===== src/rtl/cpu_pkg.sv =====
// ============================================================================
// cpu_pkg : shared CPU datapath widths and opcode encodings
// Revision: 1.0
// ============================================================================
`default_nettype none

package cpu_pkg;

  localparam int CPU_DATA_W   = 8;
  localparam int CPU_NUM_REGS = 8;
  localparam int CPU_REG_AW   = 3;

  typedef enum logic [1:0] {
    FUNC_MOV = 2'b00,
    FUNC_ADD = 2'b01,
    FUNC_SUB = 2'b10,
    FUNC_LDI = 2'b11
  } func_e;

endpackage

`default_nettype wire


===== src/rtl/regfile_8x8.sv =====
// ============================================================================
// regfile_8x8 : 2 async read ports, 1 sync write port, reset loads R[i]=i
// Revision: 1.0
// ============================================================================
`default_nettype none

module regfile_8x8
  import cpu_pkg::*;
#(
  parameter int DATA_W   = CPU_DATA_W,
  parameter int NUM_REGS = CPU_NUM_REGS
) (
  input  logic                  clk,
  input  logic                  reset,
  input  logic [CPU_REG_AW-1:0] raddr_a,
  input  logic [CPU_REG_AW-1:0] raddr_b,
  output logic [DATA_W-1:0]     rdata_a,
  output logic [DATA_W-1:0]     rdata_b,
  input  logic                  we,
  input  logic [CPU_REG_AW-1:0] waddr,
  input  logic [DATA_W-1:0]     wdata
);

  logic [DATA_W-1:0] r_regs [NUM_REGS];

  // Reset wins over a coincident write
  always_ff @(posedge clk) begin
    if (reset) begin
      for (int i = 0; i < NUM_REGS; i++) begin
        r_regs[i] <= DATA_W'(i);
      end
    end else if (we) begin
      r_regs[waddr] <= wdata;
    end
  end

  assign rdata_a = r_regs[raddr_a];
  assign rdata_b = r_regs[raddr_b];

endmodule

`default_nettype wire


===== src/rtl/id_stage.sv =====
// ============================================================================
// id_stage : decode operand fetch with WB bypass and ID/EX pipeline register.
// Macro ID_EX_FWD_EN enables the EX-stage forward path (highest priority).
// Revision: 1.0
// ============================================================================
`default_nettype none

module id_stage
  import cpu_pkg::*;
#(
  parameter int DATA_W   = CPU_DATA_W,
  parameter int NUM_REGS = CPU_NUM_REGS
) (
  input  logic                  clk,
  input  logic                  reset,
  input  logic [1:0]            func,
  input  logic [CPU_REG_AW-1:0] rdst,
  input  logic [CPU_REG_AW-1:0] rsrc,
  input  logic                  status,
  input  logic                  stall,
  input  logic                  wb_en,
  input  logic [CPU_REG_AW-1:0] wb_addr,
  input  logic [DATA_W-1:0]     wb_data,
  input  logic                  ex_fwd_en,
  input  logic [CPU_REG_AW-1:0] ex_fwd_addr,
  input  logic [DATA_W-1:0]     ex_fwd_data,
  output logic                  ex_valid,
  output logic [1:0]            ex_func,
  output logic [CPU_REG_AW-1:0] ex_rdst,
  output logic [DATA_W-1:0]     ex_a,
  output logic [DATA_W-1:0]     ex_b
);

  logic [DATA_W-1:0]     w_rf_a;
  logic [DATA_W-1:0]     w_rf_b;
  logic [DATA_W-1:0]     w_op_a;
  logic [DATA_W-1:0]     w_op_b;
  logic                  w_fwd_hit_a;
  logic                  w_fwd_hit_b;

  logic                  r_ex_valid;
  logic [1:0]            r_ex_func;
  logic [CPU_REG_AW-1:0] r_ex_rdst;
  logic [DATA_W-1:0]     r_ex_a;
  logic [DATA_W-1:0]     r_ex_b;

  regfile_8x8 #(
    .DATA_W   (DATA_W),
    .NUM_REGS (NUM_REGS)
  ) u_regfile (
    .clk     (clk),
    .reset   (reset),
    .raddr_a (rdst),
    .raddr_b (rsrc),
    .rdata_a (w_rf_a),
    .rdata_b (w_rf_b),
    .we      (wb_en),
    .waddr   (wb_addr),
    .wdata   (wb_data)
  );

`ifdef ID_EX_FWD_EN
  assign w_fwd_hit_a = ex_fwd_en && (ex_fwd_addr == rdst);
  assign w_fwd_hit_b = ex_fwd_en && (ex_fwd_addr == rsrc);
`else
  logic w_unused_fwd;
  assign w_unused_fwd = ^{ex_fwd_en, ex_fwd_addr, ex_fwd_data};
  assign w_fwd_hit_a  = 1'b0;
  assign w_fwd_hit_b  = 1'b0;
`endif

  // Operand resolution: EX forward > WB bypass > register file
  always_comb begin
    w_op_a = w_rf_a;
    w_op_b = w_rf_b;
    if (wb_en && (wb_addr == rdst)) w_op_a = wb_data;
    if (wb_en && (wb_addr == rsrc)) w_op_b = wb_data;
`ifdef ID_EX_FWD_EN
    if (w_fwd_hit_a) w_op_a = ex_fwd_data;
    if (w_fwd_hit_b) w_op_b = ex_fwd_data;
`endif
    if (func == FUNC_LDI) w_op_b = DATA_W'(rsrc);
  end

  always_ff @(posedge clk) begin
    if (reset) begin
      r_ex_valid <= 1'b0;
      r_ex_func  <= 2'b00;
      r_ex_rdst  <= '0;
      r_ex_a     <= '0;
      r_ex_b     <= '0;
    end else if (!stall) begin
      if (status) begin
        r_ex_valid <= 1'b1;
        r_ex_func  <= func;
        r_ex_rdst  <= rdst;
        r_ex_a     <= w_op_a;
        r_ex_b     <= w_op_b;
      end else begin
        r_ex_valid <= 1'b0;
        r_ex_func  <= 2'b00;
        r_ex_rdst  <= '0;
        r_ex_a     <= '0;
        r_ex_b     <= '0;
      end
    end
  end

  assign ex_valid = r_ex_valid;
  assign ex_func  = r_ex_func;
  assign ex_rdst  = r_ex_rdst;
  assign ex_a     = r_ex_a;
  assign ex_b     = r_ex_b;

endmodule

`default_nettype wire


===== config.mk =====
export PLATFORM = sky130hd
export DESIGN_NAME = id_stage
export DESIGN_NICKNAME = d
export VERILOG_FILES = /design/src/rtl/cpu_pkg.sv /design/src/rtl/regfile_8x8.sv /design/src/rtl/id_stage.sv
export SDC_FILE = /design/constraint.sdc
export NUM_CORES = 1
export LEC_CHECK = 0
export CAP_MARGIN = 10
export CORE_ASPECT_RATIO = 1.25
export CORE_UTILIZATION = 56
export CTS_CLUSTER_SIZE = 25
export DETAILED_ROUTE_END_ITERATION = 16
export PLACE_DENSITY = 0.81
export SLEW_MARGIN = 20
export SYNTH_ARGS = -nofsm -noshare
export SYNTH_HDL_FRONTEND = slang
export SYNTH_HIERARCHICAL = 1
export SYNTH_SLANG_ARGS = --single-unit

===== constraint.sdc =====
create_clock -name clk -period 2.65 [get_ports clk]
set_clock_uncertainty 0.2 [all_clocks]
set_input_delay 0.53 -clock clk [delete_from_list [all_inputs] [get_ports clk]]
set_output_delay 0.53 -clock clk [all_outputs]
set_load 0.02 [all_outputs]

; ---- After elaboration in Yosys (flattened, before gate mapping)
; Memories as Yosys holds them, arrays and structs flattened.
; Cells that the tools add are included.
[totals]
elab_cells = 28
reg_bits = 22
inputBits = 36
n_memories = 1
mem_bits_rw = 64
out_inout_bits = 22
[mem_list]
columns = name, depth, width, rd, rd_ports_with_merged_regs, write_ports, line_no
row1 = u_regfile.r_regs, 8, 8, 2, 0, 8, regfile_8x8.sv:24  ; logic [DATA_W-1:0] r_regs [NUM_REGS];
[op_classes]
n_eq_ne = 3
n_reduce_logical = 3
muxes = 16
[op_table]
columns = operator, count
row1 = 8-bit 2-to-1 mux, 6
row2 = 8-bit OR reduction, 1
row3 = 1-bit 2-to-1 mux, 7
row4 = 3-bit equality test, 2
row5 = 3-bit 2-to-1 mux, 2
row6 = 2-bit equality test (second input constant), 1
row7 = 1-bit logical AND, 2
row8 = 2-bit 2-to-1 mux, 1

; ---- Depth between registers and ports, before layout
[logic_depth]
word_depth = 5
ltp_mapped = 6
ltp_nobuf = 4

; ---- By module
; The synthesis kept the hierarchy.
[modules_own_cells]
columns = module, instances, seq_area_each_um2, area_each_um2, cells_per_inst
row1 = regfile_8x8, 1, 1921.8, 3537.1, 222
row2 = id_stage, 1, 440.4, 1006.0, 106

; ---- Worst setup path before layout
; Ideal clock, no wire load.
[synth_path]
path_type = input to register
startpoint = input port wb_addr[1]
endpoint = memory u_regfile/r_regs[0][0] (netlist name) (enable)
required_time_ns = 2.075
arrival_time_ns = 1.723
path_slack_ns = 0.352
path_stages = 4
setup_time_ns = 0.375
n_path_buf = 2
path_cell_list = or3b_1 > clkbuf_1 > clkbuf_1 > o21bai_1
[synth_lines]
columns = element, line_no
row1 = from (decl), id_stage.sv:22  ; input logic [CPU_REG_AW-1:0] wb_addr,
row2 = to (decl), regfile_8x8.sv:24

; ---- Worst setup path in the final report
[layout_path]
startpoint = input port rdst[0]
endpoint = register r_ex_a[2] (netlist: ex_a[2])
[layout_between]
word_cells_on_any_way = 5
classes_between = eq/ne: 1 / mux: 2 / reduce/logical: 1 / memory: 1
[layout_lines]
columns = element, line_no
row1 = from (decl), id_stage.sv:17  ; input logic [CPU_REG_AW-1:0] rdst,
row2 = memory 8 x 8 bit, --
row3 = net w_rf_a[2], id_stage.sv:34  ; logic [DATA_W-1:0] w_rf_a;
row4 = 8-bit 2-to-1 mux, id_stage.sv:76  ; if (wb_en && (wb_addr == rdst)) w_op_a = wb_data;
row5 = 8-bit 2-to-1 mux, id_stage.sv:93  ; if (status) begin
row6 = to (signal assigned), id_stage.sv:97  ; r_ex_a <= w_op_a;
row7 = to (decl), id_stage.sv:44  ; logic [DATA_W-1:0] r_ex_a;
; The timed path passes the listed nets, and every way through them passes these cells.
; A chain may end at the register's enable or synchronous reset.

==> flow_summary.ini <==
[critical_path]
cp_slowest_cell = mux4_1
required_ns = 2.69
startpoint = rdst[0]
r2r_slack_ns = 0.83
r2r_cells = 4
critPathArrivalTime_ns = 2.39
crit_fanout = 18
cp.buffers_inverters = 2
critPathCapture = ex_a[2]
regToRegEndpoint = ex_a[2]
r2r-start = u_regfile/r_regs[1][2]
worst_setup_path_start_kind = input port
endpoint_kind = flip-flop
max_stage_delay_ns = 0.58
critPathKind = input port to flip-flop
cp.depth = 6
worstPathCellList = clkdlybuf4s50_1 > buf_12 > mux4_1 > mux2_2 > mux2i_1 > o21ai_0
crit_family = multiplexers

[floorplan]
dieHeight_um = 102.7
die_w_um = 82.56
row_count = 36
fp.coreArea_mm2 = 0.007838
ios = 58
dieArea_mm2 = 0.008479
initial_core_util = 0.5797

[detailed_routing]
via_per_inst = 6.280
vias = 3077
wl_per_cell_um = 20.71
drtPass1Iterations = 4
drcViolationCount = 0
totalWireLength_um = 10150
ant_nets = 0
dr.first_iter.drc_count = 205

[timing]
fin_crit_sh = 0.8870
fin_crit_ns = 2.351
finalWorstSetupSlack_ns = 0.2993
worst_pin_slew_ns = 0.8150
fmax_mhz = 425.4
drv_slew = 0
hold_violations = 0
finalSetupViolations = 0
slew_headroom = 0.4556
rsz0062_at_grt = no

[yosys]
yosys-top-cells-area = edfxtp_1 42%, mux4_1 17%, dfxtp_1 9.7%, nor3_1 5.7%, mux2_2 4.0%
synth_cells = 328
ys_async_sr_fraction = 0
synth_mux_area_frac = 0.2575
synth_cell_types = 35
synth_edf_count = 64
yosysWarningCount = 6
synth_top_family_by_area = multiplexers
synth-xor-area-share = 0.01157
avgSynthCellArea_um2 = 13.85
ys.flop_type = edfxtp_1
yosys.area_share.simple = 0.1245
syn_nets = 364
synth-seq-cells = 86
syn-cell-area_mm2 = 0.004543
synth_top_area_frac = 0.4230
synth_adder_area_share = 0
yosysTopAreaCell = edfxtp_1
synth.yosys.seq_area_share = 0.5200
synth_compound_area_frac = 0.04544

[placed_design]
dp.final_hpwl_um = 7324
gp_congestion = 0.7854
dpl_worst_slack_ns = -0.05932
dpl_cell_area_mm2 = 0.005254
io_buffers = 45

[global_route]
grt_overflow = 0
first_global_vias = 3140
grt_max_degree = 25
antenna_found_initial = 0
grtUsageTotal = 0.2643
grt_first_pass_wirelength_um = 15660

[clocking]
clkTransAtPathRegs_ns = 0.09
numCtsBuffers = 9
clockRootBuffer = clkbuf_8
htreeDepth = 3
post_cts_buffers = 0
post_cts_resized = 0
tritoncts = done
hold_buffers = 0
clock_sinks = 86
cts_buffer_depth = 2
clock_latency_ns = 0.36

[layout]
fin_area_mm2 = 0.005472
final_util = 0.6981
finalNetCount = 426
area_growth_pct = 20.44
antennaDiodeCount = 0
drive_gt1_frac = 0.1848

[hold_path]
hold_path.class = flip-flop to flip-flop

[run_status]
outcome = finished clean

[power]
leakage_nw = 1.980
peakVddDrop_v = 0.0003501
powerDensity_mw_per_mm2 = 553.7

[run]
maxCapViolCount = 0
## report_power, final
part	switching, mW	internal, mW
logic	0.236	0.251
registers	0.0383	1.52
clock network	0.465	0.515
total	0.739	2.29
## Yosys cell counts (4+ instances only)
library cell / n
edfxtp_1: 64
nor3_1: 52
mux4_1: 29
dfxtp_1: 22
nand2_1: 17
mux2_2: 16
mux2i_1: 16
clkbuf_1: 15
o21ai_0: 14
or3_1: 12
nor2_1: 9
o21bai_1: 8
buf_2: 6
xnor2_1: 6
clkinv_1: 5
a21oi_1: 4
a22oi_1: 4
## tightest hold or removal path, cell delays in order (launching register included)
cell and delay (ns):
dfxtp_1 0.33, nand2_1 0.04, o21ai_0 0.05
## registers in the layout (all words and copies together), names as in the netlist
register	count
ex_b	8
ex_rdst	3
u_regfile/r_regs	64
ex_valid	1
ex_func	2
ex_a	8
## metrics by stage
stage                      TNS, ns  cells  hold slack, ns  power [mW]
after global placement    -0.01952    474          0.2362       2.046
after detailed placement   -0.2248    474          0.2440       2.073
after floorplan                  0    328          0.3355       1.874
after CTS                        0    490          0.2640       3.039
after global routing             0    490          0.2964       3.133
final                            0    490          0.2618       3.030
## cell usage in the layout, fill, tap and decap left out, drive strengths merged
master and instances:
a21o 1, a21oi 4, a22oi 4, a31oi 1, buf 33, bufinv 1
clkbuf 11, clkdlybuf4s50 45, clkinv 8, clkinvlp 1, dfxtp 22, edfxtp 64
inv 3, mux2 16, mux2i 16, mux4 32, nand2 17, nand2b 4
nand3b 1, nand4 4, nor2 9, nor2b 2, nor3 52, o21ai 14
o21bai 8, o22ai 2, or2 1, or3 12, or3b 1, xnor2 6
## routing by layer
layer  GRT usage  up-vias  part of all wire
li1            -     1428                 -
met1      0.2782     1526              0.37
met2      0.4876      102              0.55
met3     0.06903       21             0.051
met4      0.1167        0             0.025
met5           0        -                 0
## final cells by class
| cell class | instances | area (um2) |
|---|---|---|
| clock buffer | 11 | 162.7 |
| sequential | 86 | 2362 |
| fill | 506 | 2366 |
| clock inverter | 5 | 55.05 |
| tap | 95 | 118.9 |
| timing repair buffer | 78 | 748.2 |
| multi-input combinational | 207 | 1994 |
| inverter | 8 | 30.03 |
## logic make-up (layout without fill, tap and decap cells)
kind of cell | Yosys count | in the layout
xor gates and xnor gates | 6 | 6
DFF | 86 | 86
buffers and inverters | 35 | 102
muxes | 64 | 64
and+or+nand+nor | 103 | 103
AOI/OAI and AO/OA | 34 | 34
## how the worst min path moves through the flow
stage	start	to	slack, ns	cells after the start
after floorplan	ex_a[0]	ex_a[0]	0.34	2
after global placement	ex_a[7]	ex_a[7]	0.24	2
after detailed placement	ex_b[7]	ex_b[7]	0.24	2
after CTS	ex_b[7]	ex_b[7]	0.26	2
after global routing	ex_a[6]	ex_a[6]	0.30	2
final	ex_b[7]	ex_b[7]	0.26	2
Note: power is estimated with default switching activity, not from simulation.
